<file path="config.mk">
export PLATFORM = sky130hd
export DESIGN_NAME = pattern_pwm_decoder_flat
export DESIGN_NICKNAME = d
export VERILOG_FILES = /design/src/rtl/pattern_pwm_decoder_if.sv /design/src/rtl/pattern_pwm_decoder.sv /design/src/flat_wrapper.sv
export SDC_FILE = /design/constraint.sdc
export NUM_CORES = 1
export LEC_CHECK = 0
export BUFFER_PORTS_ARGS = -buffer_cell sky130_fd_sc_hd__buf_2
export CORE_ASPECT_RATIO = 0.9
export CORE_MARGIN = 2
export CORE_UTILIZATION = 40
export CTS_BUF_LIST = sky130_fd_sc_hd__clkbuf_4
export DETAILED_ROUTE_END_ITERATION = 7
export PLACE_DENSITY = 0.57
export SYNTH_ARGS = -nofsm -noshare
export SYNTH_HDL_FRONTEND = slang
export SYNTH_SLANG_ARGS = --single-unit
</file>
<file path="constraint.sdc">
create_clock -name clk -period 3.49 [get_ports clk]
set_input_delay 0.349 -clock clk [delete_from_list [all_inputs] [get_ports clk]]
set_output_delay 0.349 -clock clk [all_outputs]
set_load 0.05 [all_outputs]
</file>
<file path="src/rtl/pattern_pwm_decoder_if.sv">
// Control, PWM line and capture-result bundle for pattern_pwm_decoder.
// master = controller/stimulus side, slave = decoder.
interface pattern_pwm_decoder_if #(
    parameter int _PAT_WIDTH  = 16,
    parameter int _SLOT_WIDTH = 16
);
    logic                   cap_en;
    logic [_SLOT_WIDTH-1:0] slot_len;
    logic                   pwm_in;
    logic [_PAT_WIDTH-1:0]  pat_out;
    logic [7:0]             duty_meas;
    logic [7:0]             frame_cnt;
    logic                   busy;
    logic                   valid;
    logic                   err;

    modport master (
        output cap_en, slot_len, pwm_in,
        input  pat_out, duty_meas, frame_cnt, busy, valid, err
    );

    modport slave (
        input  cap_en, slot_len, pwm_in,
        output pat_out, duty_meas, frame_cnt, busy, valid, err
    );
endinterface

</file>
<file path="src/rtl/pattern_pwm_decoder.sv">
// Recovers a slotted PWM bit pattern and slot-0 pulse width; optional PATTERN_PWM_DEC_GLITCH_FILTER_EN majority filter.
// Latency: valid 2+_PAT_WIDTH*len_q cycles after the pwm_in rise (+1 with the filter).
// No backpressure: valid is a one-cycle strobe and results hold until the next frame.
module pattern_pwm_decoder #(
    parameter int _PAT_WIDTH  = 16,
    parameter int _SLOT_WIDTH = 16
) (
    input  logic                 clk,
    input  logic                 rst,
    pattern_pwm_decoder_if.slave bus
);
    localparam int IDX_W = (_PAT_WIDTH > 1) ? $clog2(_PAT_WIDTH) : 1;
    localparam logic [IDX_W-1:0]       LAST_IDX = IDX_W'(_PAT_WIDTH - 1);
    localparam logic [IDX_W-1:0]       ONE_I    = IDX_W'(1);
    localparam logic [_SLOT_WIDTH-1:0] ONE_S    = _SLOT_WIDTH'(1);
    localparam logic [_SLOT_WIDTH-1:0] TWO_S    = _SLOT_WIDTH'(2);

    typedef enum logic [1:0] {IDLE, ARM, SLOT, DONE} state_t;
    state_t state, state_nxt;

    logic sync1, s_in, s_in_d;
    logic line, line_d, rise;

    always_ff @(posedge clk or posedge rst) begin
        if (rst) begin
            sync1  <= 1'b0;
            s_in   <= 1'b0;
            s_in_d <= 1'b0;
        end else begin
            sync1  <= bus.pwm_in;
            s_in   <= sync1;
            s_in_d <= s_in;
        end
    end

`ifdef PATTERN_PWM_DEC_GLITCH_FILTER_EN
    logic s_in_d2;
    always_ff @(posedge clk or posedge rst) begin
        if (rst) begin
            s_in_d2 <= 1'b0;
            line_d  <= 1'b0;
        end else begin
            s_in_d2 <= s_in_d;
            line_d  <= line;
        end
    end
    // 2-of-3 vote: a clean pulse keeps its width, just one cycle later
    assign line = (s_in & s_in_d) | (s_in & s_in_d2) | (s_in_d & s_in_d2);
`else
    assign line   = s_in;
    assign line_d = s_in_d;
`endif

    assign rise = line & ~line_d;

    logic [_SLOT_WIDTH-1:0] len_q, slot_ctr;
    logic [IDX_W-1:0]       slot_idx;
    logic [7:0]             hcnt, ref_duty;
    logic                   hit, err_sh;
    logic [_PAT_WIDTH-1:0]  pat_sh;

    logic [7:0]            hcnt_nxt, ref_cur;
    logic                  hit_nxt, slot_last, frame_last, slot_err, len_bad;
    logic                  start, abort, fin;
    logic [_PAT_WIDTH-1:0] pat_nxt;

    always_comb begin
        hcnt_nxt   = (hcnt == 8'hFF) ? hcnt : hcnt + {7'd0, line};
        hit_nxt    = hit | line;
        slot_last  = (slot_ctr == len_q - ONE_S);
        frame_last = slot_last && (slot_idx == LAST_IDX);
        ref_cur    = (slot_idx == '0) ? hcnt_nxt : ref_duty;
        // width mismatch on a 1-slot, or a pulse still high at the slot boundary
        slot_err   = line | (hit_nxt && (hcnt_nxt != ref_cur));
        pat_nxt    = pat_sh;
        pat_nxt[slot_idx] = hit_nxt;
        len_bad    = (bus.slot_len < TWO_S);
        start      = (state == ARM) && bus.cap_en && rise && !len_bad;
        abort      = (state == ARM) && bus.cap_en && rise && len_bad;
        fin        = (state == SLOT) && bus.cap_en && frame_last;
    end

    always_ff @(posedge clk or posedge rst) begin
        if (rst) state <= IDLE;
        else     state <= state_nxt;
    end

    always_comb begin
        state_nxt = state;
        case (state)
            IDLE: if (bus.cap_en) state_nxt = ARM;
            ARM: begin
                if (!bus.cap_en) state_nxt = IDLE;
                else if (rise)   state_nxt = len_bad ? DONE : SLOT;
            end
            SLOT: begin
                if (!bus.cap_en)     state_nxt = IDLE;
                else if (frame_last) state_nxt = DONE;
            end
            DONE:    state_nxt = bus.cap_en ? ARM : IDLE;
            default: state_nxt = IDLE;
        endcase
    end

    // Frame shadow state; the rise cycle itself is sample 0 of slot 0
    always_ff @(posedge clk or posedge rst) begin
        if (rst) begin
            len_q    <= '0;
            slot_ctr <= '0;
            slot_idx <= '0;
            hcnt     <= '0;
            hit      <= 1'b0;
            ref_duty <= '0;
            err_sh   <= 1'b0;
            pat_sh   <= '0;
        end else if (start || abort) begin
            len_q    <= bus.slot_len;
            slot_ctr <= ONE_S;
            slot_idx <= '0;
            hcnt     <= 8'd1;
            hit      <= 1'b1;
            err_sh   <= 1'b0;
        end else if (state == SLOT) begin
            if (slot_last) begin
                slot_ctr <= '0;
                slot_idx <= slot_idx + ONE_I;
                hcnt     <= '0;
                hit      <= 1'b0;
                pat_sh   <= pat_nxt;
                if (slot_idx == '0) ref_duty <= hcnt_nxt;
                if (slot_err)       err_sh   <= 1'b1;
            end else begin
                slot_ctr <= slot_ctr + ONE_S;
                hcnt     <= hcnt_nxt;
                hit      <= hit_nxt;
            end
        end
    end

    logic [_PAT_WIDTH-1:0] pat_q;
    logic [7:0]            duty_q, fcnt_q;
    logic                  valid_q, err_q, cap_en_d;

    always_ff @(posedge clk or posedge rst) begin
        if (rst) begin
            pat_q    <= '0;
            duty_q   <= '0;
            fcnt_q   <= '0;
            valid_q  <= 1'b0;
            err_q    <= 1'b0;
            cap_en_d <= 1'b0;
        end else begin
            cap_en_d <= bus.cap_en;
            valid_q  <= abort | fin;
            if (abort) begin
                err_q  <= 1'b1;
                fcnt_q <= fcnt_q + 8'd1;
            end else if (fin) begin
                pat_q  <= pat_nxt;
                duty_q <= ref_cur;
                err_q  <= err_sh | slot_err;
                fcnt_q <= fcnt_q + 8'd1;
            end
            if (bus.cap_en && !cap_en_d) fcnt_q <= '0;
        end
    end

    assign bus.pat_out   = pat_q;
    assign bus.duty_meas = duty_q;
    assign bus.frame_cnt = fcnt_q;
    assign bus.valid     = valid_q;
    assign bus.err       = err_q;
    assign bus.busy      = (state == ARM) || (state == SLOT);
endmodule
</file>
<file path="src/flat_wrapper.sv">
// flat-port wrapper written by rule: the top's interface ports become plain ports
module pattern_pwm_decoder_flat 
#(
    parameter int _PAT_WIDTH  = 16,
    parameter int _SLOT_WIDTH = 16
)
  (clk, rst, bus_cap_en, bus_slot_len, bus_pwm_in, bus_pat_out, bus_duty_meas, bus_frame_cnt, bus_busy, bus_valid, bus_err);
  pattern_pwm_decoder_if #(._PAT_WIDTH(_PAT_WIDTH), ._SLOT_WIDTH(_SLOT_WIDTH)) bus_i ();
  input  logic clk;
  input  logic rst;
  input wire logic [$bits(bus_i.cap_en)-1:0] bus_cap_en;
  input wire logic [$bits(bus_i.slot_len)-1:0] bus_slot_len;
  input wire logic [$bits(bus_i.pwm_in)-1:0] bus_pwm_in;
  output wire logic [$bits(bus_i.pat_out)-1:0] bus_pat_out;
  output wire logic [$bits(bus_i.duty_meas)-1:0] bus_duty_meas;
  output wire logic [$bits(bus_i.frame_cnt)-1:0] bus_frame_cnt;
  output wire logic [$bits(bus_i.busy)-1:0] bus_busy;
  output wire logic [$bits(bus_i.valid)-1:0] bus_valid;
  output wire logic [$bits(bus_i.err)-1:0] bus_err;
  assign bus_i.cap_en = bus_cap_en;
  assign bus_i.slot_len = bus_slot_len;
  assign bus_i.pwm_in = bus_pwm_in;
  assign bus_pat_out = bus_i.pat_out;
  assign bus_duty_meas = bus_i.duty_meas;
  assign bus_frame_cnt = bus_i.frame_cnt;
  assign bus_busy = bus_i.busy;
  assign bus_valid = bus_i.valid;
  assign bus_err = bus_i.err;
  pattern_pwm_decoder #(._PAT_WIDTH(_PAT_WIDTH), ._SLOT_WIDTH(_SLOT_WIDTH)) u_core (.clk(clk), .rst(rst), .bus(bus_i));
endmodule
</file>
## Word level (Yosys, flattened, before mapping)

Cells that the tools add are included.

| storage, ports and cells | value |
|---|---|
| flip-flop bits (word level) | 110 |
| output and inout bits | 35 |
| logic and storage cells | 104 |

| cells by class | value |
|---|---|
| magnitude comparators | 3 |
| mux-type cells | 34 |
| bitwise operators | 8 |
| add/sub/neg operators | 5 |
| reduce and logical (&&, ||, !) cells | 26 |
| equal/unequal tests | 10 |

Operator list:

| kind | number |
|---|---|
| $mux 8 | 8 |
| $mux 16 | 3 |
| $add 16x1->16 const B | 1 |
| $bwmux 16 | 1 |
| $eq 16x16->1 | 1 |
| $lt 16x2->1 const B | 1 |
| $sub 16x1->16 const B | 1 |
| $mux 1 | 12 |
| $mux 4 | 3 |
| $logic_and 1x1->1 | 10 |
| $mux 2 | 5 |
| $reduce_and 3->1 | 3 |
| $add 8x1->8 | 1 |
| $add 8x1->8 const B | 1 |
| $eq 8x8->1 const B | 1 |
| $ne 8x8->1 | 1 |
| $pmux 2 s4 | 1 |
| $reduce_bool 2->1 | 4 |
| $ne 3x2->1 const B | 2 |
| $lt 4x5->1 const B | 1 |
| $add 4x1->4 const B | 1 |
| $demux 1 s4 | 1 |
| $eq 2x2->1 const B | 2 |
| $eq 4x4->1 const B | 1 |
| other kinds (12) | 20 |

## Depth between registers and ports, before layout

| depth | value |
|---|---|
| word-level depth | 10 |
| depth in mapped cells | 13 |

## Worst setup path before layout

OpenSTA, ideal clock, no wires.

| timing path | value |
|---|---|
| path kind | register to register |
| from | reg u_core.len_q[0] |
| to | reg u_core.pat_sh[1] |
| data arrival time | 3.342 ns |
| required time | 3.365 ns |
| period minus slack after synthesis | 3.466 ns |
| library setup time | 0.125 ns |
| slack | 0.024 ns |
| cell stages (with the launch flop) | 13 |
| cells stage by stage | dfrtp_1 inv_1 ha_1 or3b_1 clkbuf_1 or4_1 a2111oi_2 nor3b_1 and4b_2 nand3_4 buf_2 nor3_1 mux2_2 |

| between the ends | value |
|---|---|
| longest elaborated chain between the ends | 3 |

RTL lines:

| item | RTL line | source |
|---|---|---|
| start, declared | pattern_pwm_decoder.sv:56 | `logic [_SLOT_WIDTH-1:0] len_q, slot_ctr;` |
| start signal, assigned | pattern_pwm_decoder.sv:117 | `len_q <= bus.slot_len;` |
| $sub 16x1->16 | pattern_pwm_decoder.sv:70 | `slot_last = (slot_ctr == len_q - ONE_S);` |
| $eq 16x16->1 | pattern_pwm_decoder.sv:70 |  |
| $reduce_and 3->1 (no line) | n/a |  |
| end signal, assigned | pattern_pwm_decoder.sv:129 | `pat_sh <= pat_nxt;` |
| end, declared | pattern_pwm_decoder.sv:60 | `logic [_PAT_WIDTH-1:0] pat_sh;` |

No other way between the ends.
A chain may end at the register's enable or synchronous reset.

## Worst setup path after layout

| timing path | value |
|---|---|
| from | reg u_core.len_q[1] |
| to | reg u_core.pat_sh[6] |

Same word-level chain as after synthesis.

==> qor.csv <==
metric;value;unit
syn avg cell area;9.41;um2
sw frac;40.3;%
skew final;0.0293;ns
unrepaired setup endpoints after global routing;true;
First-pass DRT Iterations;4;
DRC viols;0;
final setup fails;0;
clock root buffer;clkbuf_4;
Reg power frac;43.9;%
row count;42;
area of the multi-input gates;3150;um2
Net Sw Power;1.57;mW
Max-Cap Viols;0;
status;finished, final reports clean;
PwrDens;559;nW/um2
GPL Wtd Cong;0.881;
Top FF cell, synth;dfrtp_1;
worst setup path class;flip-flop to flip-flop;
number of synthesized register bits;110;
Layout fillers;1417;
cts bufs inserted;9;
net count after synthesis;673;
internal power;2.32;mW
initial antenna violation count;0;
FMAX;292;MHz
Die Span Y;120;um
post-synth cell types;57;
IO Count;55;
Area Growth Syn to Fin;15.5;%
Hold WC Path Type;primary input to flip-flop;
full die area;16000;um2
DRT Wirelength;14300;um
CTS Sinks;110;
synth cell count leaders;dfrtp_1 (110), nand2_1 (104), mux2_2 (51), nor2_1 (41), o21ai_0 (38);
count leader, synth;dfrtp_1;
final HPWL from detailed placement;9570;um
crit path cell chain;inv_2, ha_2, or3b_4, or4_4, a2111oi_4, nor3b_2, and4b_2, nand3_4, buf_12, nor3_1, mux2_2;
R2R setup slack;0.07;ns
Routed Antenna Nets;0;
GRT Total Usage;18.0;%
ANT cells;0;
CP required;3.88;ns
Routed WL per cell;15.9;um
GRT overflow;0;
Synth area leader;dfrtp_1;
crit path max fanout;6;
final worst-path cycle share;98.1;%
final slew viol count;0;
register area;2750;um2
Hold Fails Final Rpt;0;
Max-slew headroom;36.1;%
IO buf count;54;
setup TNS;0;ns
placed insts;873;
initial core utilization;40.9;%
Bufs and invs on worst path;2;
Post-synth ARST share;100;%
delay-heaviest family, CP;simple AND/OR/NAND/NOR gates;
sequential cell area fraction in the yosys report;45.8;%
vias in the first global route;4615;
first-pass GRT wire length;23400;um
clock network power share;17.4;%
vias;4759;
Worst-Margin Slew;0.954;ns
Syn Inst Count;639;
Post-synth EDFFs;0;
DRT iter0 DRCs;254;
CP endpoint kind;flip-flop;
Leak;3.22;nW
synth top area cells;dfrtp_1 (46%), mux2_2 (9.5%), nand2_1 (6.5%);
Post-Syn Area;6020;um2
Period minus WS final;3.42;ns
largest net degree at the start of global routing;60;
power share of the combinational group;38.7;%
share of cells above drive strength 1;25.3;%
final cell count without fillers;901;
max incr delay on CP;0.50;ns
slowest CP cell;or4_4;
H-tree levels;3;
via/cell ratio;5.28;
Critical Path AT;3.81;ns
Core Util, Final;47.2;%
worst vdd rail ir drop;0.000270;V
crit start category;flip-flop;
Reg clk slew, reported paths;0.16;ns
CTS Buffer Depth;2;
CTS tree;done;
synth warn;0;
core area;14700;um2
final net count;732;
hold_ws;0.0727;ns
worst-skew pair later-pin latency;0.50;ns
area share of the largest cell type after synthesis;45.8;%
Die W;133;um
logic make-up (layout without fill, tap and decap cells):
logic type	after synthesis	count (layout)	share of synthesized area, %
AOI/OAI and AO/OA	95	95	9.42
xor gates and xnor gates	38	38	5.53
adders and majority gates	14	14	2.91
buffers and inverters	56	120	3.66
DFF	110	110	45.8
muxes	59	59	10.9
and+or+nand+nor	267	267	21.8
worst register-to-register path: stages, from the launching register on:
cell and delay [ns]:
dfrtp_1 0.45, inv_2 0.07, ha_2 0.16, or3b_4 0.38, or4_4 0.50, a2111oi_4 0.32, nor3b_2 0.20, and4b_2 0.29
nand3_4 0.16, buf_12 0.22, nor3_1 0.21, mux2_2 0.36
through the flow:
stage / setup slack [ns] / power [mW] / instance area [um2]
after floorplan: 0.0236 / 2.73 / 6020
after global placement: 0.00788 / 3.07 / 6560
after detailed placement: -0.0342 / 3.12 / 6560
after CTS: 0.0159 / 3.81 / 6740
after global routing: -0.0642 / 4.19 / 6950
final: 0.0668 / 3.89 / 6950
placed cells by master, fill, tap and decap left out, types with 6 or more instances in the layout:
cell type  netlist  layout
clkbuf_4         0      10
nand3_1         33      33
a21oi_1         28      27
nor4_1           7       6
or3_1           10      10
nor3_1          26      22
buf_2            8      55
dfrtp_1        110     110
ha_1            14      13
nor2_1          41      40
nor2b_1          7       7
mux2_2          51      51
xnor2_1         24      24
buf_4            0      20
o21ai_0         38      38
nand2_1        104     102
xor2_1          14      14
and3_1           7       7
inv_1           21      19
metal layers:
layer / global-route usage [%] / share of wire [%]
met4: 3.06 / 0.83
met3: 4.49 / 4.3
met1: 25.5 / 49
met2: 28.5 / 46
met5: 0 / 0
state kept, by name (all words and copies together) (netlist names):
signal / flops
u_core.bus.pat_out: 16
u_core.len_q: 16
u_core.pat_sh: 16
u_core.slot_ctr: 16
u_core.bus.duty_meas: 8
u_core.bus.frame_cnt: 8
u_core.hcnt: 8
u_core.ref_duty: 8
u_core.slot_idx: 4
u_core.state: 2
u_core.bus.err: 1
u_core.bus.valid: 1
u_core.cap_en_d: 1
u_core.err_sh: 1
u_core.hit: 1
u_core.line: 1
u_core.line_d: 1
u_core.sync1: 1
layout make-up:
| cell class | count | share of cell area, % |
|---|---|---|
| timing repair buffer | 83 | 8.28 |
| tap | 198 | 3.56 |
| multi-input combinational | 473 | 45.3 |
| clock inverter | 6 | 0.972 |
| inverter | 21 | 1.17 |
| sequential | 110 | 39.6 |
| clock buffer | 10 | 1.08 |
worst paths after layout:
check | startpoint | to | depth (start not counted)
worst max-delay path | u_core.len_q[1] | u_core.pat_sh[6] | 11
worst min register to register | u_core.sync1 | u_core.line | 0
worst max register to register | u_core.len_q[1] | u_core.pat_sh[6] | 11
max in group asynchronous | rst | u_core.hcnt[2] | 4
worst min-delay path | bus_slot_len[5] | u_core.len_q[5] | 3
min in group asynchronous | rst | u_core.ref_duty[2] | 3
repair_timing:
action / 4_1_cts / 5_1_grt
hold endpoints to repair: 25 / 0
cloned: 0 / 3
setup endpoints to repair: 22 / 74
hold buffers: 2 / 0
resized for setup: 1 / 26
setup buffers: 2 / 5
pin swaps: 2 / 3
power groups by stage:
stage / Combinational [mW] / Sequential (mW) / Clock (mW)
global route: 1.69 / 1.74 / 0.764
CTS: 1.42 / 1.69 / 0.710
detailed placement: 1.41 / 1.71 / 0
global placement: 1.37 / 1.70 / 0
finish: 1.50 / 1.71 / 0.676
floorplan: 1.11 / 1.62 / 0
Note: power is estimated with default switching activity, not from simulation.
